`src/rtl/kia_queue.sv`:
```
// rtl/kia_queue.sv - PS/2 scan-code byte queue behind a two-register bus slave.
// Optional sticky overrun flag: define KIA_OVERRUN_FLAG_EN.
module kia_queue #(
    parameter int DEPTH_LOG2 = 4
) (
    input  logic       CLK_I,
    input  logic       RES_I,
    input  logic       ADR_I,
    input  logic       WE_I,
    input  logic       CYC_I,
    input  logic       STB_I,
    input  logic [7:0] DAT_I,
    output logic       ACK_O,
    output logic [7:0] DAT_O,
    input  logic [7:0] BYTE_I,
    input  logic       BYTE_STB_I
);
    localparam int DEPTH = 1 << DEPTH_LOG2;
    localparam logic [DEPTH_LOG2:0] DEPTH_CNT = DEPTH[DEPTH_LOG2:0];

    logic [7:0]            mem [DEPTH];
    logic [DEPTH_LOG2-1:0] rd_ptr;
    logic [DEPTH_LOG2-1:0] wr_ptr;
    logic [DEPTH_LOG2:0]   count;

    logic accept;
    logic rd_acc;
    logic wr_acc;
    logic empty;
    logic full;
    logic pop;
    logic push;
    logic drop;
    logic overrun;
    logic unused_dat;

    assign accept = CYC_I & STB_I & ~ACK_O;
    assign rd_acc = accept & ~WE_I;
    assign wr_acc = accept & WE_I;
    assign empty  = (count == '0);
    assign full   = (count == DEPTH_CNT);
    assign pop    = rd_acc & ADR_I & ~empty;
    // A pop in the same cycle frees the slot, so a full queue still takes the byte.
    assign push   = BYTE_STB_I & (~full | pop);
    assign drop   = BYTE_STB_I & full & ~pop;

`ifdef KIA_OVERRUN_FLAG_EN
    assign unused_dat = ^{DAT_I[7:3], DAT_I[1:0]};

    always_ff @(posedge CLK_I or posedge RES_I) begin
        if (RES_I) begin
            overrun <= 1'b0;
        end else if (drop) begin
            overrun <= 1'b1;
        end else if (wr_acc && !ADR_I && DAT_I[2]) begin
            overrun <= 1'b0;
        end
    end
`else
    assign unused_dat = ^{DAT_I, drop, wr_acc};
    assign overrun    = 1'b0;
`endif

    always_ff @(posedge CLK_I) begin
        if (push && !RES_I) begin
            mem[wr_ptr] <= BYTE_I;
        end
    end

    always_ff @(posedge CLK_I or posedge RES_I) begin
        if (RES_I) begin
            rd_ptr <= '0;
            wr_ptr <= '0;
            count  <= '0;
        end else begin
            if (push) begin
                wr_ptr <= wr_ptr + 1'b1;
            end
            if (pop) begin
                rd_ptr <= rd_ptr + 1'b1;
            end
            case ({push, pop})
                2'b10:   count <= count + 1'b1;
                2'b01:   count <= count - 1'b1;
                default: count <= count;
            endcase
        end
    end

    always_ff @(posedge CLK_I or posedge RES_I) begin
        if (RES_I) begin
            ACK_O <= 1'b0;
            DAT_O <= 8'h00;
        end else begin
            ACK_O <= accept;
            if (rd_acc) begin
                if (!ADR_I) begin
                    DAT_O <= {5'b0, overrun, full, empty};
                end else if (empty) begin
                    DAT_O <= 8'h00;
                end else begin
                    DAT_O <= mem[rd_ptr];
                end
            end
        end
    end
endmodule

```
`config.mk`:
```
export PLATFORM = sky130hd
export DESIGN_NAME = kia_queue
export DESIGN_NICKNAME = d
export VERILOG_FILES = /design/src/rtl/kia_queue.sv
export SDC_FILE = /design/constraint.sdc
export NUM_CORES = 1
export LEC_CHECK = 0
export ABC_CLOCK_PERIOD_IN_PS = 5700
export BUFFER_PORTS_ARGS = -buffer_cell sky130_fd_sc_hd__buf_2
export CAP_MARGIN = 20
export CORE_ASPECT_RATIO = 1.75
export CORE_MARGIN = 3
export CORE_UTILIZATION = 45
export DETAILED_ROUTE_END_ITERATION = 16
export SYNTH_ARGS = -nofsm -noshare
export SYNTH_HDL_FRONTEND = slang
export SYNTH_SLANG_ARGS = --single-unit
```
`constraint.sdc`:
```
create_clock -name CLK_I -period 5.7 [get_ports CLK_I]
set_input_delay 0.855 -clock CLK_I [delete_from_list [all_inputs] [get_ports CLK_I]]
set_output_delay 0.855 -clock CLK_I [all_outputs]
set_load 0.1 [all_outputs]
```
Word-level counts from Yosys, hierarchy flattened
Memory sizes are Yosys's and may differ from the RTL's.
Cells that the tools add are included.
Cells by class
  add/subtract/negate cells: 4
  eq/ne operators: 3
  mux-type cells: 5
  bitwise operators: 11
  reductions and logical operators: 4
Operators by type and width (number)
  two-way mux 8 bit: 2
  case mux 5 bit (2 select lines): 1
  adder 4 x 1 -> 4 bit (second input constant): 2
  bitwise AND 1 bit: 6
  adder 5 x 1 -> 5 bit (second input constant): 1
  == test 5 bit (second input constant): 1
  logical NOT 5 bit: 1
  subtractor 5 x 1 -> 5 bit (second input constant): 1
  inverter 1 bit: 4
  == test 2 x 1 -> 1 bit (second input constant): 1
  == test 2 bit (second input constant): 1
  two-way mux 1 bit: 2
  nonzero test 2 bit: 1
  logical AND 1 bit: 1
  logical NOT 1 bit: 1
  bitwise OR 1 bit: 1
Storage, ports and cells
  bits in registers: 22
  RAM bits: 128
  input bits: 23
  output and inout bits: 9
  memories: 1
Memory list
  mem: depth 16, bits a word 8, rd ports 1, clocked after memory_dff 0, wr ports 1, RTL line 21  | logic [7:0] mem [DEPTH];

Depth between registers and ports, before layout
Gate-level depths: netlist of run 1.
  depth after elaboration: 10
  gate-level depth with buffers: 13
  mapped depth without buffers: 12

Worst setup path before layout of run 1
Ideal clock, no wire load.
  path type: register to register
  start point: register ACK_O
  end point: register count[4]
  setup time: 79 ps
  arrival: 3061 ps
  slack: 2560 ps
  stages on the path, launching flop included: 13
  clock period less this slack: 3140 ps
  cell sequence: dfrtp_1 -> or3_1 -> buf_2 -> nor2_1 -> buf_6 -> ha_1 -> inv_1 -> fa_1 -> nor2b_1 -> o21ai_0 -> and3_1 -> nor3_1 -> xor2_1
Between the ends
  word-level cells in the longest chain between the ends: 9
RTL lines
  start, declared: RTL line 13  | output logic ACK_O,
  start signal, assigned: RTL line 95  | ACK_O <= accept;
  inverter 1 bit (*): RTL line 37  | assign accept = CYC_I & STB_I & ~ACK_O;
  bitwise AND 1 bit (*): RTL line 37
  bitwise AND 1 bit (*): RTL line 38  | assign rd_acc = accept & ~WE_I;
  bitwise AND 1 bit (*) (2 in a row): RTL line 42  | assign pop = rd_acc & ADR_I & ~empty;
  via pop: RTL line 31  | logic pop;
  bitwise OR 1 bit: RTL line 44  | assign push = BYTE_STB_I & (~full | pop);
  bitwise AND 1 bit: RTL line 44
  == test 2 x 1 -> 1 bit or == test 2 bit (tied branches): RTL line 82  | case ({push, pop})
  case mux 5 bit (2 select lines) or nonzero test 2 bit (tied branches)
  end signal, assigned: RTL line 83  | 2'b10: count <= count + 1'b1;
  end signal, assigned: RTL line 84  | 2'b01: count <= count - 1'b1;
  end signal, assigned: RTL line 85  | default: count <= count;
  end, declared: RTL line 24  | logic [DEPTH_LOG2:0] count;
The timed path passes the listed nets; every way through them passes the cells marked *.
A chain may end at the register's enable or synchronous reset.

Worst setup path after layout of run 1
  start point: input CYC_I
  end point: register count[4]
Between the ends
  word-level cells in the longest chain between the ends: 9
RTL lines
  start, declared: RTL line 10  | input logic CYC_I,
  bitwise AND 1 bit (*) (2 in a row): RTL line 37
  bitwise AND 1 bit (*): RTL line 38
  bitwise AND 1 bit (*) (2 in a row): RTL line 42
  bitwise OR 1 bit: RTL line 44
  bitwise AND 1 bit: RTL line 44
  == test 2 x 1 -> 1 bit or == test 2 bit (tied branches): RTL line 82
  case mux 5 bit (2 select lines) or nonzero test 2 bit (tied branches)
Every way passes the cells marked *; elsewhere a longest branch is shown, timed or not.

==> run metrics, run 1 <==
count leader, synth edfxtp_1; clk_lat worst skew 0.41 ns; Distinct cells, synth 43; R2R cell count 10; largest net degree at the start of global routing 25; Netlist Area Pre-Place 6110 sq um; PortBufs 23; met2 WL 6890 microns; initial antenna violation count 1; DRC violations left 0; NumNets Final 408; vias per cell 5.55; Syn Nets 378; ordered cell list for the critical path buf_2, nand2_1, or3_1, nor2_1, ha_1, inv_1, fa_1, nor2b_1, o21ai_0, and3_1, nor3_1, xor2_1; grt ovf 0; Worst Setup Start Kind input pin; PnR worst setup slack 2.22 ns; antenna viol nets, final 0; I/O Pins 32; Worst Path Required 6.04 ns; CP max stage cell nor2_1; Setup TNS Final 0 ns; H-tree levels 4; post-synth top area share 62.9%; fill count 1058; ys flop type edfxtp_1; CP Capture Type flip-flop; Hold Buf Count CTS 0; largest area contributor in the netlist edfxtp_1; CTS tree built; worst slack after detailed placement 1.78 ns; Detailed Route Iter0 Violations 149; Post-CTS Setup Bufs 0; Yosys warnings 0; Clock Skews 0.0110 ns; Max stage delay on crit path 0.72 ns; number of synthesized flops with an enable pin 128; Die Wd 94.1 microns; floorplan core area 13100 sq um; DR vias 3108; Hold Fails Final Rpt 0; unrepaired setup endpoints after global routing false; synth cell count leaders 128 x edfxtp_1, 24 x mux4_2, 23 x nor2_1; Slew Limit Fails 0; HPWL Detailed 8240 microns; Sink Count 150; Leak Pwr 2.40 nW; vias in the first global route 3260; Syn Inst Count 345; row count 55; status finished, final reports clean; CTS max path bufs 2; Seq cells post-synth 150; relative slew slack 28.2%; WHS Path Cells 1; top cells by area, synth edfxtp_1 63%, dfrtp_1 9.0%, mux4_2 8.8%; synth-to-layout area growth 14.0%; PostCTS Resize Cnt 0; power per cell area 507 nW/um^2; routed len/inst 22.2 microns; ys async rst share 14.7%; top layer in use met4; WL met3 445 microns; fin crit period 3.48 ns; routed wire length 12400 microns; Worst Path Class, Setup input pin to flip-flop; DP Area 6360 sq um; critical path data arrival time 3.82 ns; Global Route Usage Sum 17.9%; GPL Wtd Cong 0.783; clk root buf clkbuf_16; Max VDD drop 210 uV; CTS clk-pin slew, worst paths 0.06 ns; DR pass1 iterations 4; share of layout cells above drive strength 1 22.7%; Final Power 3.53 mW; Post-Route M1 WL 4700 microns; design area 6970 sq um; first-pass GRT wire length 19100 microns; final setup vio count 0; die height 160 microns; period utilisation layout 61.1%; Initial Utilization 46.5%; CP max FO 12; Die Area 15100 sq um; sequential-to-total area share from yosys stat 71.9%; fmax 287 MHz; CTS Buf Count 17; max-cap viol count 0; hold crit path type flip-flop to flip-flop; Worst Tran Pin Value 1.07 ns; syn_area_per_cell 17.7 sq um
-- final timing paths --
check,from,end,slack (ns)
worst min register to register,ACK_O,ACK_O,0.46
worst min-delay path,ACK_O,ACK_O,0.46
min in group asynchronous,RES_I,wr_ptr[1],0.65
max in group asynchronous,RES_I,rd_ptr[0],4.44
worst max-delay path,CYC_I,count[4],2.22
worst max register to register,ACK_O,count[4],2.35
-- critical path, delay by kind of cell --
| kind | cells | cell delay, ns |
|---|---|---|
| buf+inv | 2 | 0.19 |
| xor+xnor | 1 | 0.16 |
| simple gates | 6 | 1.75 |
| fa+ha+maj | 2 | 0.75 |
| compound gates | 1 | 0.11 |
-- sequential cells by signal, indices dropped and copies added (netlist names) --
signal / flops
count: 5
DAT_O: 8
wr_ptr: 4
ACK_O: 1
mem: 128
rd_ptr: 4
-- power by group --
part / total [mW] / leakage (nW) / switching, mW / internal [mW]
Sequential: 1.47 / 1.43 / 0.159 / 1.31
Combinational: 0.931 / 0.681 / 0.563 / 0.368
Clock: 1.13 / 0.286 / 0.431 / 0.699
Total: 3.53 / 2.40 / 1.15 / 2.38
-- cell families after synthesis --
group	count (synthesis)	share of synthesized area, %
compound gates	34	4.34
xor+xnor	10	1.43
fa+ha+maj	10	2.17
buf+inv	25	2.27
flops	150	71.9
mux	39	11.9
simple gates	77	6.04
-- cell usage in the layout, fill, tap and decap left out, types with 4 or more instances in the layout --
cell / instances
buf_2: 23
inv_1: 10
o21ai_0: 5
clkbuf_16: 17
nand2_1: 19
xnor2_1: 6
mux4_2: 24
mux2i_1: 12
nor2_1: 23
nand3_1: 15
edfxtp_1: 128
a22o_1: 7
dfrtp_1: 21
nor2b_1: 8
ha_1: 9
xor2_1: 4
a22oi_1: 5
-- per-stage QoR --
step / utilization [%] / hold WS (ns) / cells
floorplan: - / 0.501 / 345
global placement: 48.4 / 0.448 / 527
detailed placement: 48.4 / 0.454 / 527
CTS: 53.0 / 0.462 / 559
global route: 53.0 / 0.486 / 559
finish: 53.0 / 0.463 / 560
-- cell type report --
cell class | instances | area, sq um | area share, %
well taps | 171 | 214 | 3.07
multi-input cells | 170 | 1580 | 22.7
diodes | 1 | 2.50 | 0.0359
clock buffers | 20 | 447 | 6.41
clock inverters | 12 | 154 | 2.21
repair buffers | 26 | 138 | 1.98
inverters | 10 | 37.5 | 0.539
flip-flops and latches | 150 | 4400 | 63.1
-- per-layer routing --
metal	vias up	GRT usage, %
met5	-	0
met4	0	8.42
met3	22	4.62
met2	62	31.2
met1	1604	20.0
li1	1420	-
(Power assumes the default switching activity.)
==> run 2, diff against run 1 <==
ABC_CLOCK_PERIOD_IN_PS = 3400   (was 5700)
clock period = 3.4 ns   (was 5.7 ns; I/O delays follow)
==> run 2 against run 1 <==
  * Cell count up 3.6%
  * Largest power group unchanged
  * Largest cell class unchanged
  * Hold slack worse by 0.31 ns
  * Highest routed layer unchanged
  * Clock power up 81%
  * Critical path type is now flip-flop to flip-flop
  * Total power up 73%
  * Combinational power up 75%
==> run metrics, run 2 (synthesis gave the netlist of run 1 again) <==
Worst Path Class, Setup flip-flop to flip-flop; commonest non-fill, non-tap cells in the layout 128 x edfxtp_1, 24 x mux4_2, 24 x buf_4; fmax 360 MHz; critical path data arrival time 3.11 ns (-0.71 ns); period utilisation layout 81.7%; Largest regs mem: 128 flops, DAT_O: 8 flops, count: 5 flops; synth-to-layout area growth 17.5%; Detailed Route Iter0 Violations 176 (+18%); CTS clk-pin slew, worst paths 0.06 ns (about the same); share of layout cells above drive strength 1 27.1% (+4.5 points); Worst Tran Pin Value 0.788 ns (-0.286 ns); Hold Fails Final Rpt 0 (unchanged); Leak Pwr 2.54 nW (+6.0%); antenna diode count 0 (-1); Hold Buf Count CTS 0 (unchanged); largest net degree at the start of global routing 37 (+48%); first-pass GRT wire length 19700 microns (+2.9%); die height 160 microns (unchanged); CTS max path bufs 2 (unchanged); Sink Count 150 (unchanged); Worst Path Required 3.73 ns (-2.31 ns); DRC violations left 0 (unchanged); R2R cell count 10 (unchanged); fill count 1042 (-1.5%); DP Area 6520 sq um (+2.5%); design area 7180 sq um (+3.1%); CP Capture Type flip-flop; NumNets Final 429 (+5.1%); hold crit path type input pin to async pin; HPWL Detailed 8390 microns (+1.8%); worst hold slack 0.154 ns (-0.309 ns); Largest register FFs 128 (unchanged); GPL Wtd Cong 0.809 (+3.3%); Initial Utilization 46.5% (unchanged); fin crit period 2.78 ns; Final Core Density 54.7% (+1.6 points); Largest Register mem; clk_lat worst skew 0.41 ns (about the same); clk root buf clkbuf_16; unrepaired setup endpoints after global routing false; Die Area 15100 sq um (unchanged); Max VDD drop 427 uV (+100%); floorplan core area 13100 sq um (unchanged); vias in the first global route 3443 (+5.6%); DR vias 3223 (+3.7%); routed len/inst 21.7 microns (-2.2%); leading cell type in the layout, fill and taps excluded edfxtp_1; Worst Setup Start Kind flip-flop; I/O Pins 32 (unchanged); final setup vio count 0 (unchanged); initial antenna violation count 1 (unchanged); Global Route Usage Sum 18.3% (+0.40 points); CP max FO 5 (-7); Setup TNS Final 0 ns (unchanged); CTS tree built; PostCTS Resize Cnt 0 (unchanged); antenna viol nets, final 0 (unchanged); power per cell area 849 nW/um^2 (+67%); Final Power 6.10 mW (+73%); Post-CTS Setup Bufs 0 (unchanged); relative slew slack 47.5% (+19 points); Die Wd 94.1 microns (unchanged); row count 55 (unchanged); PortBufs 23 (unchanged); vias per cell 5.56 (+0.12%); status finished, final reports clean; CTS Buf Count 17 (unchanged); Clock Skews 0.00906 ns (-0.00189 ns); Slew Limit Fails 0 (unchanged); H-tree levels 4 (unchanged); grt ovf 0 (unchanged); DR pass1 iterations 4 (unchanged); routed wire length 12600 microns (+1.3%); max-cap viol count 0 (unchanged)
==> run 2: changes by cell type in the layout (fill, tap and decap cells not counted) <==
| cell | change |
|---|---|
| diode_2 | -1 |
| clkbuf_1 | -2 |
| bufinv_16 | +2 |
| inv_6 | +2 |
| clkinv_4 | +1 |
| clkinvlp_4 | -1 |
| clkinv_2 | -2 |
| buf_4 | +21 |
==> run 2: layout make-up <==
cell class / count / area, sq um / area share [%]
Clock buffer: 18 / 439 / 6.11
Clock inverter: 14 / 223 / 3.10
Inverter: 10 / 37.5 / 0.523
Multi-Input combinational cell: 170 / 1580 / 22.0
Sequential cell: 150 / 4400 / 61.2
Tap cell: 171 / 214 / 2.98
Timing Repair Buffer: 47 / 295 / 4.11
==> run 2: per-layer routing <==
metal / GRT usage [%] / wire length [microns] / vias to the layer above
li1: - / - / 1461
met1: 20.4 / 4600 / 1670
met2: 32.4 / 7190 / 70
met3: 4.10 / 461 / 22
met4: 8.68 / 348 / 0
met5: 0 / 0 / -
==> run 2: power breakdown <==
part	internal (mW)	switching, mW	leakage [nW]
clock	1.33	0.726	0.317
combinational	0.635	0.991	0.793
sequential	2.20	0.221	1.43
total	4.16	1.94	2.54
==> run 2: path summary, 6_finish.rpt <==
kind / from / end / slack (ns)
worst min-delay path: RES_I / wr_ptr[1] / 0.15
min in group CLK_I: STB_I / ACK_O / 0.35
worst max-delay path: count[0] / count[4] / 0.62
worst min register to register: ACK_O / ACK_O / 0.45
worst max register to register: count[0] / count[4] / 0.62
max in group asynchronous: RES_I / rd_ptr[0] / 2.99
==> run 2: through the flow <==
step	worst slack, ns	cells
2_1_floorplan	0.260	345
3_3_place_gp	0.650	548
3_5_place_dp	0.612	548
4_1_cts	0.614	580
5_1_grt	0.406	580
6_report	0.622	580
==> run 2: worst max-delay path: stages, from the launching register on <==
cell	delay (ns)
dfrtp_1	0.44
or4_4	0.58
o21ai_2	0.17
nor2_1	0.08
ha_1	0.26
ha_1	0.33
nor2b_1	0.14
o21ai_0	0.20
a21oi_1	0.10
nor3_1	0.22
xor2_1	0.17
